[src/rtl/date_display_pkg.sv]
// Shared constants for the DD.MM.CCYY seven-segment scanner: segment patterns,
// edit-field encodings and the slot-to-field mapping.
package date_display_pkg;

  localparam int NUM_DIGITS = 8;

  // Active-low gfedcba patterns for a common-anode display
  localparam logic [6:0] SEG_0     = 7'h40;
  localparam logic [6:0] SEG_1     = 7'h79;
  localparam logic [6:0] SEG_2     = 7'h24;
  localparam logic [6:0] SEG_3     = 7'h30;
  localparam logic [6:0] SEG_4     = 7'h19;
  localparam logic [6:0] SEG_5     = 7'h12;
  localparam logic [6:0] SEG_6     = 7'h02;
  localparam logic [6:0] SEG_7     = 7'h78;
  localparam logic [6:0] SEG_8     = 7'h00;
  localparam logic [6:0] SEG_9     = 7'h10;
  localparam logic [6:0] SEG_DASH  = 7'h3F;
  localparam logic [6:0] SEG_BLANK = 7'h7F;

  typedef enum logic [2:0] {
    FIELD_NONE    = 3'd0,
    FIELD_DAY     = 3'd1,
    FIELD_MONTH   = 3'd2,
    FIELD_CENTURY = 3'd3,
    FIELD_YEAR    = 3'd4
  } field_e;

  // Slots pair up left to right as day, month, century, year
  function automatic field_e slotField(input logic [2:0] slot);
    case (slot)
      3'd7, 3'd6: return FIELD_DAY;
      3'd5, 3'd4: return FIELD_MONTH;
      3'd3, 3'd2: return FIELD_CENTURY;
      default:    return FIELD_YEAR;
    endcase
  endfunction

endpackage

[src/rtl/bcd_to_seg7.sv]
// Combinational BCD to active-low seven-segment decoder; codes above 9 show a
// dash so corrupted calendar digits are visible rather than misleading.
module bcd_to_seg7
  import date_display_pkg::*;
(
  input  logic [3:0] bcd_i,
  output logic [6:0] seg_o
);

  always_comb begin
    seg_o = SEG_DASH;
    case (bcd_i)
      4'd0: seg_o = SEG_0;
      4'd1: seg_o = SEG_1;
      4'd2: seg_o = SEG_2;
      4'd3: seg_o = SEG_3;
      4'd4: seg_o = SEG_4;
      4'd5: seg_o = SEG_5;
      4'd6: seg_o = SEG_6;
      4'd7: seg_o = SEG_7;
      4'd8: seg_o = SEG_8;
      4'd9: seg_o = SEG_9;
      default: seg_o = SEG_DASH;
    endcase
  end

endmodule

[src/rtl/date_display_scan.sv]
// Eight-digit multiplexed DD.MM.CCYY driver: scans a per-frame snapshot of the
// calendar digits, blanks leading zeros, dashes bad BCD and blinks the edited field.
module date_display_scan
  import date_display_pkg::*;
#(
  parameter int REFRESH_DIV = 50_000,
  parameter int BLINK_DIV   = 12_500_000,
  parameter bit BLANK_LZ    = 1'b1
) (
  input  logic       clk_50MHz,
  input  logic       reset,
  input  logic [3:0] d_10s,
  input  logic [3:0] d_1s,
  input  logic [3:0] m_10s,
  input  logic [3:0] m_1s,
  input  logic [3:0] c_10s,
  input  logic [3:0] c_1s,
  input  logic [3:0] y_10s,
  input  logic [3:0] y_1s,
  input  logic [2:0] field_sel,
  input  logic       display_en,
  output logic [7:0] an,
  output logic [6:0] seg,
  output logic       dp,
  output logic       frame_start
);

  localparam int PRE_W = $clog2(REFRESH_DIV);
  localparam int BLK_W = $clog2(BLINK_DIV);
  localparam logic [PRE_W-1:0] PRE_LAST = PRE_W'(REFRESH_DIV - 1);
  localparam logic [BLK_W-1:0] BLK_LAST = BLK_W'(BLINK_DIV - 1);

  logic [PRE_W-1:0] prescale_q, prescale_d;
  logic [2:0]       slotIdx_q, slotIdx_d;
  logic [BLK_W-1:0] blinkCnt_q, blinkCnt_d;
  logic             blinkOn_q, blinkOn_d;
  logic             first_q;
  logic [NUM_DIGITS-1:0][3:0] snap_q, snap_d;
  logic [NUM_DIGITS-1:0][3:0] liveDigits;
  logic [7:0]       an_q, an_d;
  logic [6:0]       seg_q, seg_d;
  logic             dp_q, dp_d;
  logic             frameStart_q, frameStart_d;

  logic             slotEnd;
  logic             loadSnap;
  logic [3:0]       digit;
  logic [6:0]       segRaw;
  logic [2:0]       curField;
  logic             blinkHide;
  logic             leadZero;

  assign liveDigits = {d_10s, d_1s, m_10s, m_1s, c_10s, c_1s, y_10s, y_1s};

  // The snapshot reloads exactly when slot 0 hands over to slot 7, so a frame never tears
  assign slotEnd  = (prescale_q == PRE_LAST);
  assign loadSnap = first_q || (slotEnd && (slotIdx_q == 3'd0));

  assign digit    = snap_q[slotIdx_q];
  assign curField = slotField(slotIdx_q);

  bcd_to_seg7 uSegDecode (
    .bcd_i (digit),
    .seg_o (segRaw)
  );

  always_comb begin
    prescale_d   = slotEnd ? '0 : prescale_q + 1'b1;
    slotIdx_d    = slotEnd ? slotIdx_q - 3'd1 : slotIdx_q;
    blinkCnt_d   = (blinkCnt_q == BLK_LAST) ? '0 : blinkCnt_q + 1'b1;
    blinkOn_d    = (blinkCnt_q == BLK_LAST) ? ~blinkOn_q : blinkOn_q;
    snap_d       = loadSnap ? liveDigits : snap_q;
    frameStart_d = loadSnap;
  end

  assign blinkHide = !blinkOn_q && (field_sel == curField);
  assign leadZero  = BLANK_LZ && ((slotIdx_q == 3'd7) || (slotIdx_q == 3'd5)) && (digit == 4'd0);

  // Priority: display off, blink-off, bad digit (dash, dp kept), leading zero
  always_comb begin
    an_d  = ~(8'b1 << slotIdx_q);
    seg_d = segRaw;
    dp_d  = !((slotIdx_q == 3'd6) || (slotIdx_q == 3'd4));
    if (!display_en) begin
      an_d  = 8'hFF;
      seg_d = SEG_BLANK;
      dp_d  = 1'b1;
    end else if (blinkHide) begin
      seg_d = SEG_BLANK;
      dp_d  = 1'b1;
    end else if (digit > 4'd9) begin
      seg_d = SEG_DASH;
    end else if (leadZero) begin
      seg_d = SEG_BLANK;
      dp_d  = 1'b1;
    end
  end

  always_ff @(posedge clk_50MHz or posedge reset) begin
    if (reset) begin
      prescale_q   <= '0;
      slotIdx_q    <= 3'd7;
      blinkCnt_q   <= '0;
      blinkOn_q    <= 1'b1;
      first_q      <= 1'b1;
      snap_q       <= '0;
      an_q         <= 8'hFF;
      seg_q        <= SEG_BLANK;
      dp_q         <= 1'b1;
      frameStart_q <= 1'b0;
    end else begin
      prescale_q   <= prescale_d;
      slotIdx_q    <= slotIdx_d;
      blinkCnt_q   <= blinkCnt_d;
      blinkOn_q    <= blinkOn_d;
      first_q      <= 1'b0;
      snap_q       <= snap_d;
      an_q         <= an_d;
      seg_q        <= seg_d;
      dp_q         <= dp_d;
      frameStart_q <= frameStart_d;
    end
  end

  assign an          = an_q;
  assign seg         = seg_q;
  assign dp          = dp_q;
  assign frame_start = frameStart_q;

endmodule

[config.mk]
export PLATFORM = sky130hd
export DESIGN_NAME = date_display_scan
export DESIGN_NICKNAME = d
export VERILOG_FILES = /design/src/rtl/date_display_pkg.sv /design/src/rtl/bcd_to_seg7.sv /design/src/rtl/date_display_scan.sv
export SDC_FILE = /design/constraint.sdc
export NUM_CORES = 1
export LEC_CHECK = 0
export ABC_AREA = 1
export CAP_MARGIN = 30
export CORE_ASPECT_RATIO = 0.6
export CORE_MARGIN = 2
export CORE_UTILIZATION = 58
export CTS_BUF_LIST = sky130_fd_sc_hd__clkbuf_16
export DETAILED_ROUTE_END_ITERATION = 8
export PLACE_DENSITY = 0.8
export SYNTH_ARGS = -nofsm -noshare
export SYNTH_HDL_FRONTEND = slang
export SYNTH_SLANG_ARGS = --single-unit
export TNS_END_PERCENT = 100
[constraint.sdc]
create_clock -name clk_50MHz -period 9.5 [get_ports clk_50MHz]
set_input_delay 2.85 -clock clk_50MHz [delete_from_list [all_inputs] [get_ports clk_50MHz]]
set_output_delay 2.85 -clock clk_50MHz [all_outputs]
set_load 0.01 [all_outputs]
==> results of run 1 <==
==> synthesized netlist by cell type, types with 2 or more instances <==
library cell and instances:
buf_6 6, a21oi_1 6, o21a_1 3, ha_1 12, nor2_1 67, xor2_1 16
dfstp_2 21, nand2_2 4, nor3_2 2, nor4_1 6, nor3_1 13, nand4_1 16
nand2_1 169, buf_2 6, nor4_4 2, o21ai_0 12, dfrtp_1 73, or2_2 2
inv_2 2, buf_1 3, xnor2_1 8, o21ai_1 2, inv_1 78, nand3_1 76
a31oi_1 3
==> where the power goes <==
group          switching (mW)  internal (mW)
clock network           0.150          0.227
registers             0.00770          0.419
logic                  0.0445         0.0372
total                   0.202          0.683
==> logic make-up (layout without fill, tap and decap cells) <==
family,count (synthesis),count (layout)
AO/OA/AOI/OAI,27,27
XOR/XNOR,24,24
adder cells (fa/ha/maj),12,12
buffers and inverters,98,154
flip-flops,94,94
other,1,1
AND/OR/NAND/NOR,364,364
==> state kept, by name, summed over array words and instances (netlist names) <==
signal	flops
an	8
blinkCnt_q	24
blinkOn_q	1
dp	1
first_q	1
frame_start	1
prescale_q	16
seg	7
slotIdx_q	3
snap_q	32
==> cell type report <==
class | count | area [um2]
Sequential cell | 94 | 2379
Timing Repair Buffer | 56 | 575.6
Multi-Input combinational cell | 428 | 2145
Tap cell | 112 | 140.1
Clock inverter | 7 | 82.58
Clock buffer | 9 | 225.2
Inverter | 82 | 311.5
Fill cell | 651 | 2535
==> placed cells by master (no fill, tap or decap), types with 3 or more instances in the layout <==
cell and count:
o21ai_0 12, nand2_2 4, dfstp_2 21, nand3_1 76, ha_1 12, nor2_1 67, xor2_1 16, o21a_1 3
clkdlybuf4s50_1 54, clkbuf_16 9, nor3_1 13, dfrtp_1 73, a31oi_1 3, nand4_1 16, nor4_1 6, a21oi_1 6
nand2_1 169, inv_1 80, xnor2_1 8
==> per-layer routing <==
layer	vias up	track usage (%)	share of wire, %
met5	-	0	0
met1	1988	41.07	50
met3	15	7.859	8.4
met4	0	7.197	1.2
li1	2059	-	-
met2	170	36.08	41
==> per-stage QoR <==
step / cell area, um2 / hold WS [ns] / std cells / total power [mW] / util, %
2_1_floorplan: 4950 / 0.4329 / 620 / 0.4787 / -
3_3_place_gp: 5523 / 0.4522 / 771 / 0.5111 / 65.80
3_5_place_dp: 5550 / 0.4647 / 772 / 0.5151 / 66.13
4_1_cts: 5858 / 0.4783 / 788 / 0.8902 / 69.80
5_1_grt: 5858 / 0.4996 / 788 / 0.9190 / 69.80
6_report: 5858 / 0.4794 / 788 / 0.8850 / 69.80
==> worst paths after layout <==
| kind | end | slack [ns] | from | cells after the start |
|---|---|---|---|---|
| min in group asynchronous | blinkCnt_q[6] | 2.90 | reset | 3 |
| hold reg to reg | prescale_q[13] | 0.48 | prescale_q[13] | 1 |
| max in group asynchronous | slotIdx_q[0] | 5.90 | reset | 4 |
| setup reg to reg | snap_q[26] | 6.65 | slotIdx_q[1] | 8 |
| setup / recovery | seg[1] | 5.18 | seg[1] | 1 |
| hold / removal | prescale_q[13] | 0.48 | prescale_q[13] | 1 |
==> results by group, run 1 <==
Clock network
  • Worst-path clk slew: 0.06 ns
  • Post-CTS Setup Bufs: 0
  • Root Driver: clkbuf_16
  • Skew-Pair Late Insertion Delay: 0.35 ns
  • CTS tree: yes
  • Clock buffer depth: 2
  • CTS Sinks: 94
  • Num CTS Buffers: 9
  • H-Tree Depth: 3
  • Post_cts resized: 0
  • Hold-fix buffers at CTS: 0

Critical path
  • Worst Path Required: about 6.7 ns
  • Kind of cell adding the most delay to the critical path: buffers and inverters
  • Worst Path Max Fanout: 1
  • Max incr delay on CP: 0.60 ns
  • WS Path Type: flip-flop to output port
  • CP cell instances: clkdlybuf4s50_1
  • Arrival @ worst endpoint: 1.47 ns
  • CP max stage cell: clkdlybuf4s50_1
  • Worst Setup Start Kind: flip-flop
  • Worst path buffer plus inverter count: 1
  • Crit end category: output port

Yosys
  • Post-Syn Area: 4950 um2
  • Multiplexer share of the synthesized area: 0%
  • Mapped Avg Cell Area: between 7 and 8 um2
  • Gate Count Post-Synth: between 600 and 700
  • Xor-xnor portion of the synthesized cell area: between 4 and 5%
  • Synth cell types: 37
  • Primary FF master, synth: dfrtp_1
  • Yosys reg bits: 94
  • Share of flip-flops with an asynchronous set or reset: 100.0%
  • Largest area contributor in the netlist: dfrtp_1
  • Post-synth top area share: between 30 and 40%
  • Sequential cell area fraction in the yosys report: roughly half
  • Post-synth net total: 670
  • Main combinational cell family by area after synthesis: simple AND/OR/NAND/NOR gates
  • Ys Warns: 0
  • Simple logic cell fraction of the synthesized area: 32.91%
  • Compound-Gate Fraction of Synth Area: between 3 and 4%
  • Synth area leaders: dfrtp_1 37%, nand2_1 13%, dfstp_2 11%
  • EDFF count, synth: 0
  • Adder-cell area share of the yosys netlist: under 10%

Placed design
  • Place WS: 5.287 ns
  • HPWL after DPL: between 8000 and 9000 um
  • Placer Congestion: 0.9346
  • Buffers on Ports: between 50 and 60

Global route
  • GRT Total Usage: a little over a quarter
  • Initial antenna violation count: 0
  • Largest net degree at the start of global routing: 61
  • Grt total ovfl: 0
  • First-pass GRT wire length: around 19,000 um
  • Vias in the first global route: about 3,800

Min path
  • Worst hold path class: flip-flop to flip-flop

Run status
  • Status: completed

Finish
  • Area grow syn2layout: 18.35%
  • Antenna cell count: 0
  • Nets@finish: a little over 700
  • Share of layout cells above drive strength 1: ~7.8%

Floorplan
  • Core Footprint: around 8400 um2
  • Die Y: roughly 76 um
  • IO Count: 55
  • FP Rows: 26
  • Die Span X: between 100 and 150 um
  • Starting Density: about three fifths
  • Die Footprint: around 9300 um2

STA
  • Endpoints failing setup: 0
  • Final Hold Fails: 0
  • Tmin final: 4.319 ns
  • Setup_tns: 0 ns
  • Slew HR: just over 30%
  • Slew Limit Fails: 0
  • Worst Skew: around 0.0064 ns
  • Post-route worst setup slack: 5.181 ns
  • Slew @ Worst Pin: between 1 and 1.5 ns
  • Fmax: around 0.23 GHz
  • RSZ-0062 raised after global routing: no
  • Tcrit/Tclk final: around 45%

Drt
  • DRC: 0
  • DR iter-0 viols: between 400 and 500
  • Vias per inst: 5.371
  • WL/cell: 14.60 um
  • Post-Route WL: between 10,000 and 15,000 um
  • DRT antenna net count: 0
  • Via count: about 4,200
  • DRT Pass-1 Iters: 5

Power
  • Worst vdd ir: between 0.09 and 0.1 mV
  • LEAKAGE: around 2.9 nW
  • PwrDens: ~150 nW/um2

Job
  • Maxcap violations: 0
Note: power is estimated with default switching activity, not from simulation.
==> run 2: changes to the inputs <==
CORE_UTILIZATION = 51   (was 58)
PLACE_DENSITY = 0.74   (was 0.8)
clock period = 3.8 ns   (was 9.5 ns; I/O delays follow)
==> results by group, run 2 (synthesis gave the netlist of run 1 again) <==
Placed design
  • Buffers on Ports: 54 (unchanged)
  • HPWL after DPL: 8368 um (+3.9%)
  • Placer Congestion: 0.9565 (+2.3%)

Drt
  • Post-Route WL: 11,530 um (+0.25%)
  • Met3 Routed Length: 1008 um (+4.5%)
  • WL met2: 4419 um (-5.6%)
  • WL/cell: 14.26 um (-2.4%)
  • DR iter-0 viols: 367 (-8.7%)
  • Via count: 4,146 (-2.0%)
  • DRT Pass-1 Iters: 5 (unchanged)
  • Vias per inst: 5.125 (-4.6%)
  • DRT antenna net count: 0 (unchanged)
  • Max Used Layer: met4
  • Met1 wire length: 6012 um (+5.2%)
  • DRC: 0 (unchanged)

Clock network
  • Post-CTS Setup Bufs: 0 (unchanged)
  • Skew-Pair Late Insertion Delay: 0.35 ns (about the same)
  • Worst-path clk slew: 0.06 ns (about the same)
  • Num CTS Buffers: 9 (unchanged)
  • Clock buffer depth: 2 (unchanged)
  • Post_cts resized: 0 (unchanged)
  • Root Driver: clkbuf_16
  • Hold-fix buffers at CTS: 0 (unchanged)
  • CTS Sinks: 94 (unchanged)
  • CTS tree: yes
  • H-Tree Depth: 3 (unchanged)

Finish
  • Regs by FF count: snap_q: 32 flops, blinkCnt_q: 24 flops, prescale_q: 16 flops
  • Commonest cells after routing, fill and taps aside: 169 x nand2_1, 80 x inv_1, 76 x nand3_1
  • Final core occ: 63.34% (-6.5 points)
  • Share of layout cells above drive strength 1: 8.395% (+0.55 points)
  • Commonest non-fill, non-tap cell in the layout: nand2_1
  • Area grow syn2layout: 18.88%
  • Largest reg by FF count: snap_q
  • Antenna cell count: 0 (unchanged)
  • Nets@finish: 724 (+0.42%)
  • Max reg flops: 32 (unchanged)

Floorplan
  • Core Footprint: 9290 um2 (+11%)
  • IO Count: 55 (unchanged)
  • Die Span X: 131.2 um (+6.4%)
  • Starting Density: 53.28% (-5.7 points)
  • Die Y: 80.31 um (+6.3%)
  • Die Footprint: 10,540 um2 (+13%)
  • FP Rows: 27 (+3.8%)

Job
  • Maxcap violations: 0 (unchanged)

Global route
  • GRT Total Usage: 24.05% (-2.5 points)
  • Vias in the first global route: 3,921 (+3.1%)
  • First-pass GRT wire length: 19,870 um (+6.4%)
  • Grt total ovfl: 0 (unchanged)
  • Initial antenna violation count: 0 (unchanged)
  • Largest net degree at the start of global routing: 46 (-25%)

Min path
  • Worst hold path class: flip-flop to flip-flop
  • Hold path start: prescale_q[0]

STA
  • Fmax: between 0.3 and 0.4 GHz
  • Slew HR: 46.81% (+16 points)
  • Final Hold Fails: 0 (unchanged)
  • Tcrit/Tclk final: 71.09%
  • Setup_tns: 0 ns (unchanged)
  • RSZ-0062 raised after global routing: no
  • Endpoints failing setup: 0 (unchanged)
  • WHS: 0.4614 ns (-0.01801 ns)
  • Worst Skew: 0.01012 ns (+0.003719 ns)
  • Tmin final: 2.701 ns
  • Slew Limit Fails: 0 (unchanged)
  • Slew @ Worst Pin: 0.7969 ns (-0.2417 ns)

Critical path
  • Worst Path Max Fanout: 33 (+32)
  • WS Path Type: flip-flop to flip-flop
  • Worst Setup Start Kind: flip-flop
  • Worst R2R Setup Slack: 1.10 ns (-5.55 ns)
  • CP Capture Point: snap_q[18]
  • Worst r2r path cells: 8 (unchanged)
  • FF-to-FF Start: slotIdx_q[1]
  • Worst Path Required: 4.03 ns (-2.62 ns)
  • Critical R2R Capture: snap_q[18]
  • Crit path from: slotIdx_q[1]
  • Crit end category: flip-flop
  • Arrival @ worst endpoint: 2.93 ns (+1.46 ns)

Power
  • PwrDens: 376.8 nW/um2 (+150%)
  • Tot Pwr: 2.217 mW (+150%)
  • Worst vdd ir: 0.2259 mV (+150%)
  • LEAKAGE: 2.886 nW (+0.31%)

Run status
  • Status: completed
run 2: per-layer routing:
layer | global-route usage (%) | up-vias
met2 | 32.47 | 164
li1 | - | 2066
met3 | 7.134 | 12
met5 | 0 | -
met1 | 37.52 | 1904
met4 | 4.783 | 0
run 2: how the worst min path moves through the flow:
stage | endpoint | depth (start not counted)
after floorplan | prescale_q[0] | 1
after global placement | prescale_q[0] | 1
after detailed placement | prescale_q[0] | 1
after CTS | prescale_q[0] | 1
after global routing | prescale_q[0] | 1
final | prescale_q[0] | 1
run 2: through the flow:
step / instances / setup WS, ns / area, um2
after CTS: 809 / 1.084 / 5884
after global placement: 793 / 1.196 / 5575
after floorplan: 620 / 0.2461 / 4950
after global routing: 809 / 0.8501 / 5884
after detailed placement: 793 / 1.101 / 5575
final: 809 / 1.099 / 5884
run 2: worst max-delay path: stages (launching register included):
cell and delay, ns:
dfstp_2 0.68, clkinv_1 0.33, ha_1 0.35, inv_1 0.07, nor2_1 0.05, nand3_2 0.49, nand2_4 0.36, nand2_1 0.18
nand2_1 0.06
run 2: cell type report:
type                    instances  area (um2)
inverters                      82       311.5
fillers                       776        3406
clock buffers                   9       225.2
well taps                     130       162.7
repair buffers                 59       578.1
flip-flops and latches         94        2379
clock inverters                 7       83.83
multi-input cells             428        2145
run 2: power breakdown:
group | internal, mW | switching (mW)
clock | 0.568 | 0.378
combinational | 0.0926 | 0.110
sequential | 1.05 | 0.0206
total | 1.71 | 0.508
==> run 3: changes to the inputs <==
clock period = 2.4 ns   (was 3.8 ns; I/O delays follow)
==> results by group, run 3 (synthesis gave the netlist of run 1 again) <==
Finish
  • Largest reg by FF count: snap_q
  • Regs by FF count: snap_q: 32 flops, blinkCnt_q: 24 flops, prescale_q: 16 flops
  • Area grow syn2layout: 20.37%
  • Commonest cells after routing, fill and taps aside: 169 x nand2_1, 77 x inv_1, 76 x nand3_1
  • Share of layout cells above drive strength 1: 9.091% (+0.70 points)
  • Max reg flops: 32 (unchanged)
  • Commonest non-fill, non-tap cell in the layout: nand2_1
  • Antenna cell count: 0 (unchanged)
  • Final core occ: 64.13% (+0.79 points)
  • Fill cell count: 780 (+0.52%)
  • Nets@finish: 727 (+0.41%)

Placed design
  • Buffers on Ports: 54 (unchanged)
  • HPWL after DPL: 8775 um (+4.9%)
  • Placer Congestion: 0.9550 (-0.16%)

STA
  • Worst Skew: 0.007504 ns (-0.002620 ns)
  • Slew @ Worst Pin: 0.6608 ns (-0.1361 ns)
  • Final Hold Fails: 0 (unchanged)
  • Slew HR: 55.90% (+9.1 points)
  • Setup_tns: 0 ns (unchanged)
  • RSZ-0062 raised after global routing: no
  • Tcrit/Tclk final: 92.71% (+22 points)
  • Fmax: 0.4494 GHz (+21%)
  • Tmin final: 2.225 ns (-0.4763 ns)
  • Endpoints failing setup: 0 (unchanged)
  • Slew Limit Fails: 0 (unchanged)

Drt
  • Vias per inst: 5.276 (+2.9%)
  • DRC: 0 (unchanged)
  • Via count: 4,284 (+3.3%)
  • DR iter-0 viols: 519 (+41%)
  • DRT antenna net count: 0 (unchanged)
  • DRT Pass-1 Iters: 5 (unchanged)
  • Post-Route WL: 11,920 um (+3.4%)
  • WL/cell: 14.68 um (+3.0%)

Clock network
  • Worst-path clk slew: 0.07 ns (about the same)
  • Num CTS Buffers: 9 (unchanged)
  • Post_cts resized: 0 (unchanged)
  • CTS tree: yes
  • Skew-Pair Late Insertion Delay: 0.35 ns (about the same)
  • Post-CTS Setup Bufs: 0 (unchanged)
  • CTS Sinks: 94 (unchanged)
  • Clock buffer depth: 2 (unchanged)
  • Hold-fix buffers at CTS: 0 (unchanged)
  • Root Driver: clkbuf_16
  • H-Tree Depth: 3 (unchanged)

Critical path
  • Worst Setup Start Kind: flip-flop
  • Worst r2r path cells: 10 (+2)
  • WS Path Type: flip-flop to flip-flop
  • Arrival @ worst endpoint: 2.50 ns (-0.43 ns)
  • Crit end category: flip-flop
  • Worst Path Required: 2.68 ns (-1.35 ns)
  • Worst R2R Setup Slack: 0.17 ns (-0.92 ns)
  • Worst Path Max Fanout: 19 (-42%)

Run status
  • Status: completed

Min path
  • Worst Hold Depth: 1 (unchanged)
  • Worst hold path class: flip-flop to flip-flop

Global route
  • Largest net degree at the start of global routing: 43 (-6.5%)
  • Grt total ovfl: 0 (unchanged)
  • First-pass GRT wire length: 20,230 um (+1.8%)
  • GRT Total Usage: 24.54% (+0.49 points)
  • Vias in the first global route: 4,062 (+3.6%)
  • Initial antenna violation count: 0 (unchanged)

Floorplan
  • Core Footprint: 9290 um2 (unchanged)
  • FP Rows: 27 (unchanged)
  • Die Y: 80.31 um (unchanged)
  • Starting Density: 53.28% (unchanged)
  • IO Count: 55 (unchanged)
  • Die Span X: 131.2 um (unchanged)
  • Die Footprint: 10,540 um2 (unchanged)

Power
  • LEAKAGE: 2.911 nW (+0.87%)
  • Tot Pwr: 3.601 mW (+62%)
  • PwrDens: 604.3 nW/um2 (+60%)
  • Worst vdd ir: 0.3610 mV (+60%)

Job
  • Maxcap violations: 0 (unchanged)
run 3: path summary, 6_finish.rpt:
check / start / to
setup / recovery: slotIdx_q[0] / seg[1]
hold / removal: prescale_q[13] / prescale_q[13]
setup reg to reg: slotIdx_q[0] / seg[1]
hold reg to reg: prescale_q[13] / prescale_q[13]
max in group asynchronous: reset / first_q
min in group asynchronous: reset / blinkCnt_q[23]
run 3: final cells by class:
type	instances	area, um2	share of cell area, %
Inverter	82	314.1	5.271
Tap cell	130	162.7	2.730
Sequential cell	94	2379	39.92
Clock inverter	6	82.58	1.386
Multi-Input combinational cell	428	2145	35.99
Timing Repair Buffer	62	625.6	10.50
Clock buffer	10	250.2	4.200
run 3: worst max-delay path: stages (launching register included):
cell	delay, ns
dfstp_2	0.64
inv_4	0.13
ha_1	0.26
o21ai_1	0.29
nand2_1	0.09
nand2_1	0.07
nand3_1	0.11
or2_2	0.31
nand2_1	0.08
inv_2	0.05
nand3_1	0.13
run 3: stage by stage:
step                      cells  setup slack (ns)  hold WS [ns]  area, um2
after global placement      796            0.3313        0.4586       5625
after CTS                   812            0.2295        0.4739       5958
after floorplan             620            0.3849        0.4329       4954
after global routing        812           0.03862        0.4959       5958
after detailed placement    796            0.2832        0.4650       5625
final                       812            0.1749        0.4698       5958
run 3: report_power, final:
part,internal (mW),switching (mW)
sequential,1.66,0.0357
combinational,0.149,0.177
clock,0.970,0.610
run 3: routing by layer:
metal | part of all wire (%) | global-route usage (%) | routed length (um) | up-vias
met1 | 50 | 37.45 | 6003 | 2015
met4 | 1.1 | 7.391 | 135 | 0
met5 | 0 | 0 | 0 | -
met3 | 7.7 | 6.250 | 914 | 16
li1 | - | - | - | 2081
met2 | 41 | 33.89 | 4870 | 172
